$ cat src/rtl/pinky_pkg.sv
// Shared PinKY definitions: opcodes, condition codes, instruction field ranges,
// the PRE prefix tag and the program-writer state encoding.
package pinky_pkg;

  localparam logic [4:0] OPADD = 5'b00000;
  localparam logic [4:0] OPAND = 5'b00010;
  localparam logic [4:0] OPOR  = 5'b00011;
  localparam logic [4:0] OPXOR = 5'b00100;
  localparam logic [4:0] OPMOV = 5'b01000;
  localparam logic [4:0] OPSUB = 5'b10001;
  localparam logic [4:0] OPSYS = 5'b10011;
  localparam logic [4:0] OPNOP = 5'b10100;
  localparam logic [4:0] OPPRE = 5'b11000;

  localparam logic [1:0] CC_AL = 2'd0;
  localparam logic [1:0] CC_S  = 2'd1;
  localparam logic [1:0] CC_NE = 2'd2;
  localparam logic [1:0] CC_EQ = 2'd3;

  localparam int OPCODE_HI = 15;
  localparam int OPCODE_LO = 11;
  localparam int CC_HI     = 10;
  localparam int CC_LO     = 9;
  localparam int IMM_BIT   = 8;
  localparam int DEST_HI   = 7;
  localparam int DEST_LO   = 4;
  localparam int OP2_HI    = 3;
  localparam int OP2_LO    = 0;
  localparam int PRE_HI    = 11;
  localparam int PRE_LO    = 0;

  localparam logic [3:0]  PRE_TAG  = 4'b1100;
  localparam logic [15:0] SYS_WORD = {OPSYS, 11'b0};

  typedef enum logic [1:0] {
    ST_IDLE,
    ST_EMIT_INST,
    ST_HALT,
    ST_DONE
  } enc_state_e;

endpackage

$ cat src/rtl/pinky_word_pack.sv
// Combinational packer: classifies a request as short/long and builds both the
// instruction word and the PRE prefix word that carries imm[15:4].
module pinky_word_pack
  import pinky_pkg::*;
(
  input  logic [4:0]  op,
  input  logic [1:0]  cc,
  input  logic        imm_flag,
  input  logic [3:0]  dest,
  input  logic [3:0]  op2_reg,
  input  logic [15:0] imm,
  output logic        is_long,
  output logic [15:0] inst_word,
  output logic [15:0] pre_word
);

  logic imm_fits;

  always_comb begin
    // Fits the 4-bit sign-extended op2 when bits 15..3 are all copies of one value.
    imm_fits = (&imm[15:3]) | ~(|imm[15:3]);
    is_long  = imm_flag & ~imm_fits;

    inst_word                      = '0;
    inst_word[OPCODE_HI:OPCODE_LO] = op;
    inst_word[CC_HI:CC_LO]         = cc;
    inst_word[IMM_BIT]             = imm_flag;
    inst_word[DEST_HI:DEST_LO]     = dest;
    inst_word[OP2_HI:OP2_LO]       = imm_flag ? imm[3:0] : op2_reg;

    pre_word                 = '0;
    pre_word[15:12]          = PRE_TAG;
    pre_word[PRE_HI:PRE_LO]  = imm[15:4];
  end

endmodule

$ cat src/rtl/pinky_inst_encoder.sv
// PinKY instruction-memory program writer. Optional build macro
// PINKY_ENC_AUTO_HALT_EN appends a SYS word after the in_last instruction.
module pinky_inst_encoder
  import pinky_pkg::*;
#(
  parameter int DEPTH = 7
) (
  input  logic        clk,
  input  logic        reset,
  input  logic        clear,
  input  logic        in_valid,
  output logic        in_ready,
  input  logic [4:0]  in_op,
  input  logic [1:0]  in_cc,
  input  logic        in_imm_flag,
  input  logic [3:0]  in_dest,
  input  logic [3:0]  in_op2_reg,
  input  logic [15:0] in_imm,
  input  logic        in_last,
  output logic        mem_we,
  output logic [15:0] mem_addr,
  output logic [15:0] mem_wdata,
  output logic [15:0] wr_count,
  output logic        done
);

  localparam logic [16:0] DEPTH_W = 17'(DEPTH);

`ifdef PINKY_ENC_AUTO_HALT_EN
  localparam enc_state_e EXIT_STATE = ST_HALT;
`else
  localparam enc_state_e EXIT_STATE = ST_DONE;
`endif

  enc_state_e  state_q, state_d;
  logic        mem_we_q, mem_we_d;
  logic [15:0] mem_addr_q, mem_addr_d;
  logic [15:0] mem_wdata_q, mem_wdata_d;
  logic [15:0] wr_count_q, wr_count_d;
  logic [15:0] held_word_q, held_word_d;
  logic        held_last_q, held_last_d;
  logic        done_q, done_d;

  logic        is_long;
  logic [15:0] inst_word;
  logic [15:0] pre_word;
  logic [1:0]  need;
  logic        accept;

  pinky_word_pack u_word_pack (
    .op        (in_op),
    .cc        (in_cc),
    .imm_flag  (in_imm_flag),
    .dest      (in_dest),
    .op2_reg   (in_op2_reg),
    .imm       (in_imm),
    .is_long   (is_long),
    .inst_word (inst_word),
    .pre_word  (pre_word)
  );

  // A request is taken only when every word it produces fits, so it is never split.
  always_comb begin
    need = is_long ? 2'd2 : 2'd1;
`ifdef PINKY_ENC_AUTO_HALT_EN
    if (in_last) need = need + 2'd1;
`endif
    in_ready = (state_q == ST_IDLE) && !done_q &&
               (({1'b0, wr_count_q} + 17'(need)) <= DEPTH_W);
    accept   = in_valid && in_ready;
  end

  always_comb begin
    // NOTE: every _d gets its hold value first, so no branch of the case can infer a latch.
    state_d     = state_q;
    mem_we_d    = 1'b0;
    mem_addr_d  = mem_addr_q;
    mem_wdata_d = mem_wdata_q;
    wr_count_d  = wr_count_q;
    held_word_d = held_word_q;
    held_last_d = held_last_q;
    done_d      = done_q;

    unique case (state_q)
      ST_IDLE: begin
        if (accept) begin
          mem_we_d    = 1'b1;
          mem_addr_d  = wr_count_q;
          wr_count_d  = wr_count_q + 16'd1;
          held_last_d = in_last;
          if (is_long) begin
            mem_wdata_d = pre_word;
            held_word_d = inst_word;
            state_d     = ST_EMIT_INST;
          end else begin
            mem_wdata_d = inst_word;
            if (in_last) state_d = EXIT_STATE;
          end
        end
      end
      ST_EMIT_INST: begin
        mem_we_d    = 1'b1;
        mem_addr_d  = wr_count_q;
        mem_wdata_d = held_word_q;
        wr_count_d  = wr_count_q + 16'd1;
        state_d     = held_last_q ? EXIT_STATE : ST_IDLE;
      end
`ifdef PINKY_ENC_AUTO_HALT_EN
      ST_HALT: begin
        mem_we_d    = 1'b1;
        mem_addr_d  = wr_count_q;
        mem_wdata_d = SYS_WORD;
        wr_count_d  = wr_count_q + 16'd1;
        state_d     = ST_DONE;
      end
`endif
      ST_DONE: done_d = 1'b1;
      default: state_d = ST_IDLE;
    endcase

    // clear wins over any accept in the same cycle.
    if (clear) begin
      state_d     = ST_IDLE;
      mem_we_d    = 1'b0;
      mem_addr_d  = '0;
      mem_wdata_d = '0;
      wr_count_d  = '0;
      held_last_d = 1'b0;
      done_d      = 1'b0;
    end
  end

  // NOTE: non-blocking assignments keep every flop sampling pre-edge values.
  always_ff @(posedge clk or posedge reset) begin
    if (reset) begin
      state_q     <= ST_IDLE;
      mem_we_q    <= 1'b0;
      mem_addr_q  <= '0;
      mem_wdata_q <= '0;
      wr_count_q  <= '0;
      held_word_q <= '0;
      held_last_q <= 1'b0;
      done_q      <= 1'b0;
    end else begin
      state_q     <= state_d;
      mem_we_q    <= mem_we_d;
      mem_addr_q  <= mem_addr_d;
      mem_wdata_q <= mem_wdata_d;
      wr_count_q  <= wr_count_d;
      held_word_q <= held_word_d;
      held_last_q <= held_last_d;
      done_q      <= done_d;
    end
  end

  assign mem_we    = mem_we_q;
  assign mem_addr  = mem_addr_q;
  assign mem_wdata = mem_wdata_q;
  assign wr_count  = wr_count_q;
  assign done      = done_q;

endmodule

$ cat config.mk
export PLATFORM = sky130hd
export DESIGN_NAME = pinky_inst_encoder
export DESIGN_NICKNAME = d
export VERILOG_FILES = /design/src/rtl/pinky_pkg.sv /design/src/rtl/pinky_word_pack.sv /design/src/rtl/pinky_inst_encoder.sv
export SDC_FILE = /design/constraint.sdc
export NUM_CORES = 1
export LEC_CHECK = 0
export BUFFER_PORTS_ARGS = -buffer_cell sky130_fd_sc_hd__clkbuf_2
export CAP_MARGIN = 20
export CORE_AREA = 2 2 132 134
export CTS_BUF_LIST = sky130_fd_sc_hd__clkbuf_4 sky130_fd_sc_hd__clkbuf_8
export DETAILED_ROUTE_END_ITERATION = 6
export DIE_AREA = 0 0 134 136
export HOLD_SLACK_MARGIN = 0.02
export PLACE_DENSITY = 0.49
export SETUP_SLACK_MARGIN = 0.15
export SLEW_MARGIN = 20
export SYNTH_ARGS = -nofsm -noshare
export SYNTH_HDL_FRONTEND = slang
export SYNTH_SLANG_ARGS = --single-unit
$ cat constraint.sdc
create_clock -name clk -period 3.5 [get_ports clk]
set_input_delay 0.175 -clock clk [delete_from_list [all_inputs] [get_ports clk]]
set_output_delay 0.175 -clock clk [all_outputs]
set_load 0.1 [all_outputs]
==> results.md <==
- The flow ran to the end, and the final reports show no timing, DRC or antenna violations.
- The worst path arrival time is 3.01 ns.
- For this run, the number of Yosys warnings is 0.
- Measured against its own limit, the worst slew margin works out to 47.54%.
- The finished layout holds 735 standard cells, fillers aside.
- The estimated wirelength of the detail-placed design is 8686 um.
- The max capacitance violation total is 0.
- The synthesized design contains 0 enable-type register cells.
- The fraction of the yosys area taken by sequential cells is 42.14%.
- The commonest cells after synthesis are 69 x dfrtp_1, 45 x a21oi_1, 43 x o21ai_0, 31 x nand3_1, 29 x nor2_1.
- The number of sinks driven by the clock tree is 69.
- For the pin with the worst max-slew slack, the measured transition is 0.7870 ns.
- The maximum clock frequency is 0.3139 GHz.
- Relative to the synthesized area, the layout overhead comes to 25.25%.
- The setup skew after layout is 0.01087 ns.
- The detailed-route via count is 3537.
- For this run, the leading register cell type out of synthesis is dfrtp_1.
- The per-cell routed wire length is 16.27 um.
- Setup violations remaining at the end of the flow were counted as 0.
- In this run, the number of DRC markers left after iteration 0 of detailed routing was 257.
- The critical path contains buffers and inverters numbering 4 combined.
- IR analysis of the VDD net gives a maximum drop of 0.1865 mV.
- No sink is reached through more buffers than the 2 on the longest clock path.
- The number of buffers added by the clock tree synthesis step is 9.
- The floorplan has 48 rows.
- The number of nets in the synthesized netlist is 468.
- Summed over all instances, the cell type with the most area after synthesis is dfrtp_1.
- dfrtp_1 is the most common cell in the netlist.
- Setup repair after global routing left no endpoint under its margin.
- The count of distinct cell types in the synthesized netlist is 55.
- Entering global routing, the biggest net connects 38 pins.
- STA classifies the critical path startpoint as an input port.
- STA classifies the critical path endpoint as an output port.
- The area fraction of the dominant cell type after synthesis is 42.14%.
- The total DRC errors in the routed layout is 0.
- For the worst setup path, the data required time is 3.32 ns.
- The share of flip-flops with an asynchronous set or reset after synthesis is 100.0%.
- Summed over all layers, the global routing overflow is 0.
- The post-detailed-route count of antenna-violating nets is 0.
- Clock latency on the worst-skew pair, taken at its later pin, is 0.37 ns.
- The share of the clock period used by the worst path is 91.02%.
- The cell with the most instances on the worst path is buf_4.
- The core region is 16880 um^2.
- The repair_antennas step left the layout with diodes totalling 0.
- The wire length of the first global-routing pass is 19640 um.
- By area the synthesized netlist is led by dfrtp_1 42%, a21oi_1 5.5%, o21ai_0 5.3%, mux2_2 5.2%, mux2_4 4.4%.
- The root buffer selected by CTS is clkbuf_8.
- The count of pins over their slew limit is 0.
- The slowest stage of the critical path is the a2111oi_2 cell.
- Broken down by cell family, the worst path's largest delay share belongs to compound AO/OA/AOI/OAI gates.
- The average instance in the mapped netlist occupies 9.596 um^2.
- The initial antenna violation count is 0.
- The netlist area before placement is 4098 um^2.
- In this run the power density over the cells is 512.3 nW/um^2.
- Clock-pin slew was measured on the worst setup and hold paths at 0.08 ns.
- The worst-path maximum fanout is 8.
- The via count of the first global-routing pass was 3545.
- The final hold violation count came to 0.
- The post-detailed-route via-to-cell ratio is 4.812.
- For this run, the slowest stage of the critical path takes 0.32 ns.
- The effective utilization at floorplan is 24.28%.
- The leakage power figure is 2.313 nW.
- The number of port buffers is 87.
- The floorplan step set the die width to 134 um.
- For this block, the routed nets add up to 11960 um of wire.
- Before antenna repair, the detailed router went through 5 iterations.
- Of the cells placed in the final design, the portion with a size suffix greater than 1 is 36.47%.
- The die covers 18220 um^2.
- The path type of the worst min-delay path is input port to register.
- TritonCTS built the clock tree.
- The final critical path time including I/O delays and setup is 3.186 ns.
- In this run, synthesis produced a sequential element count of 69.
- Routability-driven placement finished with a final weighted congestion of 0.7959.
- The I/O pin count is 88.
- The number of cells after detailed placement is 718.
- The die is 136 um tall.
- Counting every instance in the synthesized netlist gives 427.
- The depth of the CTS H-tree is 3.
- The critical path goes through clkbuf_2 -> nor3_1 -> buf_4 -> and4_1 -> nor2_4 -> ha_1 -> a21o_1 -> a211o_1 -> a2111oi_2 -> and4_4 -> buf_4 -> o211a_1 -> buf_12.
- For this run, the total global-route usage over all layers was measured as 13.73%.
- The final layout contains 546 nets.
- Summing internal, switching and leakage power gives 2.630 mW.
- The category of the most critical setup path is input port to output port.
==> placed cells by master, fill, tap and decap left out, drive strengths merged, types with 2 or more instances in the layout <==
cell type / Yosys / layout
clkbuf: 19 / 97
dfrtp: 69 / 69
o21ai: 45 / 45
a21oi: 45 / 45
mux2: 33 / 33
nand3: 31 / 31
nor2: 30 / 30
nand2: 22 / 22
buf: 23 / 22
nor3: 16 / 16
mux2i: 15 / 15
nor2b: 14 / 14
nand4: 12 / 12
and4: 7 / 7
o2111ai: 5 / 5
inv: 5 / 5
xor2: 3 / 3
bufinv: 0 / 3
ha: 3 / 3
a211oi: 2 / 2
o2111a: 2 / 2
nor4: 2 / 2
o211ai: 2 / 2
clkinv: 0 / 2
nand2b: 2 / 2
or2: 2 / 2
a2111oi: 2 / 2
==> path summary, 6_finish.rpt <==
check                      depth (start not counted)             end  slack (ns)            from
max in group asynchronous                          4     wr_count[1]        2.04           reset
min in group asynchronous                          3     mem_addr[4]        0.47           reset
setup reg to reg                                  10     wr_count[8]        0.44     wr_count[0]
hold reg to reg                                    1  held_word_q[8]        0.48  held_word_q[8]
hold / removal                                     2  held_word_q[4]        0.05      in_dest[0]
setup / recovery                                  13        in_ready        0.31      in_imm[11]
==> metal layers <==
| metal | vias to the layer above | global-route usage [%] | part of all wire, % |
|---|---|---|---|
| met5 | - | 0 | 0 |
| met4 | 0 | 5.615 | 1.9 |
| met3 | 15 | 2.647 | 4.3 |
| met2 | 90 | 21.62 | 48 |
| met1 | 1732 | 18.49 | 46 |
| li1 | 1700 | - | - |
==> cell families (layout without fill, tap and decap cells) <==
logic type	count (synthesis)	in the layout	synth area share [%]
AO/OA/AOI/OAI	111	111	16.76
XOR/XNOR	4	4	0.8551
adder cells (fa/ha/maj)	4	4	1.405
buffers and inverters	47	130	5.618
flip-flops	69	69	42.14
multiplexers	48	48	14.14
AND/OR/NAND/NOR	144	144	19.08
==> report_power, final <==
part           internal [mW]  switching (mW)
clock network          0.503           0.334
registers              0.889          0.0682
logic                  0.247           0.588
total                   1.64           0.990
==> worst register-to-register path, cell delays in order (launching register included) <==
cell	delay, ns
dfrtp_2	0.50
ha_4	0.20
fa_2	0.36
xnor2_2	0.12
nand4_1	0.11
a2111oi_2	0.39
and4_4	0.31
o2111ai_4	0.18
buf_4	0.23
a21oi_1	0.18
mux2_2	0.35
==> final cells by class <==
cell class	instances	area, um^2
clock buffer	11	145.1
clock inverter	5	107.6
fill	1776	11740
inverter	5	21.27
multi-input combinational	311	2205
sequential	69	1729
tap	225	281.5
timing repair buffer	109	643.1
==> stage by stage <==
| step | hold slack (ns) | cell area (um^2) | utilization (%) | TNS (ns) | setup slack, ns |
|---|---|---|---|---|---|
| after floorplan | 0.3235 | 4185 | - | 0 | 0.09528 |
| after global placement | 0.3387 | 4868 | 28.85 | 0 | 0.03963 |
| after detailed placement | 0.3343 | 4868 | 28.85 | -0.3318 | -0.03987 |
| after CTS | 0.02623 | 5131 | 30.40 | 0 | 0.3034 |
| after global routing | 0.04493 | 5132 | 30.41 | 0 | 0.1579 |
| final | 0.04813 | 5132 | 30.41 | 0 | 0.3144 |
==> sequential cells by signal, indices dropped and copies added (netlist names) <==
register and cells:
mem_wdata 16, wr_count 16, mem_addr 16, state_q 2
held_last_q 1, mem_we 1, done 1, held_word_q 16
==> what timing repair did <==
item / 4_1_cts / 5_1_grt
buffers inserted: 0 / 0
hold endpoints to repair: 32 / 0
gates resized for setup: 0 / 1
hold buffers: 1 / 0
endpoints found under the setup margin: 0 / 2
Power figures use the tool's default switching activity.
